<file path="config.mk">
export PLATFORM = sky130hd
export DESIGN_NAME = mmu_bus_ctrl
export DESIGN_NICKNAME = d
export VERILOG_FILES = /design/src/rtl/mmu_bus_ctrl.sv
export SDC_FILE = /design/constraint.sdc
export NUM_CORES = 1
export LEC_CHECK = 0
export ABC_AREA = 1
export ABC_CLOCK_PERIOD_IN_PS = 2800
export BUFFER_PORTS_ARGS = -buffer_cell sky130_fd_sc_hd__buf_2
export CORE_MARGIN = 1.5
export CORE_UTILIZATION = 48
export DETAILED_ROUTE_END_ITERATION = 10
export GPL_ROUTABILITY_DRIVEN = 0
export GPL_TIMING_DRIVEN = 0
export PLACE_DENSITY = 0.85
export SLEW_MARGIN = 20
export SYNTH_ARGS = -nofsm -noshare
export SYNTH_HDL_FRONTEND = slang
export SYNTH_SLANG_ARGS = --single-unit
</file>
<file path="constraint.sdc">
create_clock -name clk -period 2.8 [get_ports clk]
set_clock_uncertainty 0.05 [all_clocks]
set_input_delay 0.28 -clock clk [delete_from_list [all_inputs] [get_ports clk]]
set_output_delay 0.28 -clock clk [all_outputs]
set_load 0.02 [all_outputs]
</file>
<file path="src/rtl/mmu_bus_ctrl.sv">
// mmu_bus_ctrl: clocked CPU data-port bus controller.
// It decodes ROM, RAM and UART register regions, and adds a RAM wait-state
// handshake. UART bytes are buffered in a TX FIFO so CPU writes are not lost
// while the transmitter is busy. Any unmapped access or ROM write sets a
// sticky bus-error flag.
module mmu_bus_ctrl #(
    parameter logic [31:0] ROM_BASE    = 32'h0000_0000,
    parameter logic [31:0] ROM_SIZE    = 32'h0000_2000,
    parameter logic [31:0] RAM_BASE    = 32'h0000_2000,
    parameter logic [31:0] RAM_SIZE    = 32'h0000_2000,
    parameter logic [31:0] IO_BASE     = 32'h0000_4000,
    parameter int unsigned RAM_LATENCY = 1,
    parameter int unsigned FIFO_DEPTH  = 8
) (
    input  logic        clk,
    input  logic        rst,
    input  logic [31:0] addr,
    input  logic [31:0] data_from_cpu,
    input  logic        mem_read_cpu,
    input  logic        mem_write_cpu,
    output logic [31:0] data_to_cpu,
    output logic        ack_cpu,
    output logic        stall_cpu,
    input  logic [31:0] data_from_rom,
    input  logic [31:0] data_from_ram,
    output logic        ram_read,
    output logic        ram_write,
    output logic [31:0] data_to_ram,
    input  logic        uart_busy,
    output logic        uart_write,
    output logic [7:0]  uart_data,
    output logic        bus_error
);
    localparam int unsigned     PW      = (FIFO_DEPTH > 32'd1) ? $clog2(FIFO_DEPTH) : 1;
    localparam int unsigned     CW      = PW + 1;
    localparam logic [31:0]     ROM_END = ROM_BASE + ROM_SIZE;
    localparam logic [31:0]     RAM_END = RAM_BASE + RAM_SIZE;
    localparam logic [2:0]      LAT     = 3'(RAM_LATENCY);
    localparam logic [CW-1:0]   DEPTH_C = CW'(FIFO_DEPTH);

    typedef enum logic [0:0] {ST_IDLE = 1'b0, ST_RAM_WAIT = 1'b1} state_t;

    state_t          state_q, state_d;
    logic [2:0]      cnt_q, cnt_d;
    logic [PW-1:0]   wr_ptr_q, rd_ptr_q;
    logic [CW-1:0]   count_q;
    logic [7:0]      fifo_mem_q [FIFO_DEPTH];
    logic            uart_write_q;
    logic [7:0]      uart_data_q;
    logic            bus_error_q;

    logic            req_wr_s, req_rd_s;
    logic            hit_rom_s, hit_ram_s, hit_data_s, hit_stat_s, hit_err_s;
    logic            full_s, empty_s, push_s, pop_s;
    logic            ack_s, ram_read_s, ram_write_s, set_err_s, clr_err_s;
    logic [31:0]     rdata_s, status_s;

    // A simultaneous read and write request is handled as a write.
    assign req_wr_s   = mem_write_cpu;
    assign req_rd_s   = mem_read_cpu & ~mem_write_cpu;
    assign hit_rom_s  = (addr >= ROM_BASE) && (addr < ROM_END);
    assign hit_ram_s  = (addr >= RAM_BASE) && (addr < RAM_END);
    assign hit_data_s = (addr == IO_BASE);
    assign hit_stat_s = (addr == (IO_BASE + 32'd4));
    assign hit_err_s  = (addr == (IO_BASE + 32'd8));

    assign full_s   = (count_q == DEPTH_C);
    assign empty_s  = (count_q == {CW{1'b0}});
    assign status_s = {21'd0, 8'(count_q), uart_busy, empty_s, full_s};
    // The holdoff on uart_write_q covers the cycle before the UART raises busy.
    assign pop_s    = ~empty_s & ~uart_busy & ~uart_write_q;

    // Next-state and access decode for the IDLE / RAM_WAIT handshake
    always_comb begin
        state_d     = state_q;
        cnt_d       = cnt_q;
        ack_s       = 1'b0;
        rdata_s     = 32'd0;
        ram_read_s  = 1'b0;
        ram_write_s = 1'b0;
        push_s      = 1'b0;
        set_err_s   = 1'b0;
        clr_err_s   = 1'b0;
        case (state_q)
            ST_IDLE: begin
                if (req_wr_s) begin
                    if (hit_rom_s) begin
                        ack_s     = 1'b1;
                        set_err_s = 1'b1;
                    end else if (hit_ram_s) begin
                        ack_s       = 1'b1;
                        ram_write_s = 1'b1;
                    end else if (hit_data_s) begin
                        ack_s  = ~full_s;
                        push_s = ~full_s;
                    end else if (hit_stat_s) begin
                        ack_s = 1'b1;
                    end else if (hit_err_s) begin
                        ack_s     = 1'b1;
                        clr_err_s = 1'b1;
                    end else begin
                        ack_s     = 1'b1;
                        set_err_s = 1'b1;
                    end
                end else if (req_rd_s) begin
                    if (hit_rom_s) begin
                        ack_s   = 1'b1;
                        rdata_s = data_from_rom;
                    end else if (hit_ram_s) begin
                        if (RAM_LATENCY == 32'd0) begin
                            ack_s   = 1'b1;
                            rdata_s = data_from_ram;
                        end else begin
                            ram_read_s = 1'b1;
                            cnt_d      = LAT;
                            state_d    = ST_RAM_WAIT;
                        end
                    end else if (hit_data_s) begin
                        ack_s = 1'b1;
                    end else if (hit_stat_s) begin
                        ack_s   = 1'b1;
                        rdata_s = status_s;
                    end else if (hit_err_s) begin
                        ack_s   = 1'b1;
                        rdata_s = {31'd0, bus_error_q};
                    end else begin
                        ack_s     = 1'b1;
                        set_err_s = 1'b1;
                    end
                end else begin
                    state_d = ST_IDLE;
                end
            end
            ST_RAM_WAIT: begin
                if (req_rd_s && hit_ram_s) begin
                    ram_read_s = 1'b1;
                    if (cnt_q == 3'd1) begin
                        ack_s   = 1'b1;
                        rdata_s = data_from_ram;
                        cnt_d   = 3'd0;
                        state_d = ST_IDLE;
                    end else begin
                        cnt_d = cnt_q - 3'd1;
                    end
                end else begin
                    cnt_d   = 3'd0;
                    state_d = ST_IDLE;
                end
            end
            default: begin
                cnt_d   = 3'd0;
                state_d = ST_IDLE;
            end
        endcase
    end

    // No ack or RAM strobe is allowed during a reset cycle.
    assign ack_cpu     = ack_s & ~rst;
    assign data_to_cpu = ack_cpu ? rdata_s : 32'd0;
    assign stall_cpu   = (mem_read_cpu | mem_write_cpu) & ~ack_cpu;
    assign ram_read    = ram_read_s & ~rst;
    assign ram_write   = ram_write_s & ~rst;
    assign data_to_ram = data_from_cpu;
    assign uart_write  = uart_write_q;
    assign uart_data   = uart_data_q;
    assign bus_error   = bus_error_q;

    // FSM state and wait counter
    always_ff @(posedge clk) begin
        if (rst) begin
            state_q <= ST_IDLE;
            cnt_q   <= 3'd0;
        end else begin
            state_q <= state_d;
            cnt_q   <= cnt_d;
        end
    end

    // FIFO storage; stale entries are harmless because the pointers reset.
    always_ff @(posedge clk) begin
        if (push_s) begin
            fifo_mem_q[wr_ptr_q] <= data_from_cpu[7:0];
        end
    end

    // FIFO pointers, occupancy, UART load pulse and sticky error flag
    always_ff @(posedge clk) begin
        if (rst) begin
            wr_ptr_q     <= {PW{1'b0}};
            rd_ptr_q     <= {PW{1'b0}};
            count_q      <= {CW{1'b0}};
            uart_write_q <= 1'b0;
            uart_data_q  <= 8'd0;
            bus_error_q  <= 1'b0;
        end else begin
            if (push_s) begin
                wr_ptr_q <= wr_ptr_q + PW'(1);
            end
            if (pop_s) begin
                rd_ptr_q    <= rd_ptr_q + PW'(1);
                uart_data_q <= fifo_mem_q[rd_ptr_q];
            end
            count_q      <= count_q + CW'(push_s) - CW'(pop_s);
            uart_write_q <= pop_s;
            // A new error outranks a clear in the same cycle.
            if (set_err_s) begin
                bus_error_q <= 1'b1;
            end else if (clr_err_s) begin
                bus_error_q <= 1'b0;
            end
        end
    end
endmodule

</file>
==> results.md <==
- Root Driver: clkbuf_8
- DR iter-0 viols: between 400 and 500
- Number of distinct library cells after synthesis: 35
- Ys flop type: edfxtp_1
- Final setup violation count: 0
- Row cnt: 36
- Worst Path Max Fanout: 10
- 1st-pass router iterations: 6
- Antenna Nets Post-Route: 0
- Area delta synth->final: 27.1%
- Clock transition at the registers of the reported paths: 100 ps
- Vias in the first global route: approximately 4500
- Crit start category: flop
- Min-delay src: data_from_cpu[7]
- Compound-cell area share of the yosys netlist: ~14%
- Seq cells post-synth: 88
- WL/cell: 15.7 um
- Syn Nets: 735
- Rel. slew slack: a little under half
- R2r setup slk: between 150 and 200 ps
- Die area: 0.0109 mm^2
- Cells after synthesis: between 500 and 600
- Number of synthesized flops with an enable pin: 64
- Crit share post-route: between 90 and 100%
- R2R depth: 12
- MaxCap Viol Count: 0
- Cell Area, Synth: 0.00494 mm^2
- Postcts setup bufs: 0
- Die height: 104 um
- Fin crit period: ~2600 ps
- Total track usage: about a quarter
- Ant diodes: 0
- H-tree depth: 3
- Async set-reset flop share out of synthesis: 0%
- Sink Count: just under 90
- Setup TNS: 0 ps
- Layout cell share with drive strength beyond 1: about 34%
- CP Data Required Time: 3050 ps
- Hold path depth: 1
- Worst-Margin Slew: 801 ps
- Register area: approximately 0.0024 mm^2
- Post-synth top area cell: edfxtp_1
- Cell area after placement: around 0.006 mm^2
- Max-slew violations: 0
- Design Area, Final: around 0.0063 mm^2
- Vias per inst: roughly 5.2
- Worst setup path class: reg -> reg
- Synth Area in XOR/XNOR: less than 1%
- CTS tree: yes
- Worst r2r src: count_q[2]
- Dpl hpwl: about 11000 um
- Seq/Total Area, Yosys: between 40 and 50%
- WHS Endpoint: fifo_mem_q[2][7]
- Status: completed
- Area of the multi-input gates: 0.00204 mm^2
- RSZ-0062 raised after global routing: no
- Mux share of post-synthesis cell area: 0%
- Buffers on Ports: ~190
- Crit end category: flop
- Simple-Gate Fraction of Synth Area: a little under a quarter
- Largest net degree at the start of global routing: 19
- Worst skew pair latency: about 370 ps
- Final Hold Vio Count: 0
- Fmax: roughly 380 MHz
- Clock buffer depth: 2
- Power per Cell Area: around 540 mW/mm^2
- Most frequent cells in the layout: buf_2, nor2_1, nand2_1, edfxtp_1, inv_1
- Initial antenna violation count: 0
- Number of buffers created by CTS: 9
- Critical R2R Capture: count_q[3]
- HP Class: in -> reg
- DRC Markers: 0
- Initial Util: 50.1%
- Share of Yosys cell area claimed by the top area cell type: between 30% and 40%
- Post-Synth Adder-Cell Area: 2.94%
- Core area: about 0.0099 mm^2
- Largest family of logic cells by synthesized area: simple AND/OR/NAND/NOR gates
- Filler cells: just under 900
- Warnings, synthesis: 0
- LEAKAGE: 2.71 nW
- Die Wd: 104 um
- Most common cell after layout, fill and taps aside: buf_2
- Layout net count: about 930
- Synth Area per Inst: ~8.4 um^2
- Crit path DAT: roughly 2900 ps
- Peak VDD IR: approximately 450 uV
- Vias: about 4800
- Io pins: about 210
- Wirelength, routed: between 10000 and 15000 um
- Total grt overflow: 0
- Synth area leaders: edfxtp_1, dfxtp_1, nor2_1, nand2_1, buf_4
- Wire length of the first global-routing pass: 22200 um
-- metrics by stage --
step / util, % / setup slack (ps) / hold slack, ps / std cells / total power, mW
final: 63.6 / 192 / 153 / 926 / 3.41
after global routing: 63.6 / 6.35 / 159 / 926 / 3.59
after CTS: 63.5 / 33.3 / 150 / 926 / 3.42
after detailed placement: 61.5 / -271 / 402 / 910 / 2.57
after global placement: 61.2 / -170 / 402 / 910 / 2.54
after floorplan: - / 432 / 329 / 591 / 2.20
-- synth_stat cells (2+ instances only) --
cell type	count
nand3_1	23
edfxtp_1	64
or2_2	2
inv_1	54
nor2_1	122
nand2_1	85
buf_1	2
o21ai_0	50
nand4_1	4
nand3_4	2
nor2_4	2
buf_2	2
o221ai_1	8
nand2_2	3
a22oi_1	12
nor2_2	8
clkbuf_1	14
a21oi_1	29
o211ai_1	8
dfxtp_1	24
o22ai_1	8
nor3_1	10
buf_4	34
ha_1	10
-- final cells by class --
type | instances | share of cell area [%]
sequential | 88 | 38.3
multi-input combinational | 395 | 32.5
tap | 133 | 2.65
buffer | 53 | 5.40
clock inverter | 7 | 1.06
clock buffer | 9 | 1.97
timing repair buffer | 186 | 14.8
inverter | 55 | 3.29
-- metal layers --
layer / up-vias / wire [um] / global-route usage [%]
met2: 220 / 7380 / 46.9
met4: 0 / 243 / 8.13
li1: 2356 / - / -
met3: 26 / 1160 / 4.76
met1: 2172 / 5770 / 31.2
met5: - / 0 / 0
-- where the power goes --
part	total [mW]	switching (mW)	internal (mW)
registers	1.53	0.0572	1.47
clock network	0.855	0.506	0.349
logic	1.03	0.660	0.366
total	3.41	1.22	2.19
-- repair_timing --
action	4_1_cts	5_1_grt
hold buffers	0	0
pin swaps	0	1
setup endpoints to repair	5	19
gates resized for setup	1	3
-- sequential cells by signal (all words and copies together), names as in the netlist --
signal      cells
rd_ptr_q        3
state_q         1
uart_data       8
wr_ptr_q        3
count_q         4
uart_write      1
fifo_mem_q     64
bus_error       1
cnt_q           3
-- cells by family after synthesis --
group,after synthesis
XOR/XNOR,2
flip-flops,88
adder cells (fa/ha/maj),11
AO/OA/AOI/OAI,118
buffers and inverters,108
AND/OR/NAND/NOR,264
-- worst max-delay path by stage --
stage / slack (ps) / cells past startpoint / from / to
final: 190 / 12 / count_q[2] / count_q[3]
after floorplan: 430 / 14 / addr[21] / count_q[2]
after CTS: 30 / 11 / cnt_q[0] / data_to_cpu[21]
after global placement: -170 / 12 / addr[13] / fifo_mem_q[7][2]
after global routing: 6 / 11 / cnt_q[0] / data_to_cpu[20]
after detailed placement: -270 / 12 / addr[13] / fifo_mem_q[5][1]
-- critical path, stage by stage (launching register included) --
cell,delay (ps)
dfxtp_1,320
inv_1,80
ha_1,210
nand3_1,90
inv_1,50
nor3_2,580
ha_1,270
inv_1,70
ha_1,270
a21o_1,190
a21oi_1,170
o21ai_0,100
a21oi_1,120
Note: power is estimated with default switching activity, not from simulation.
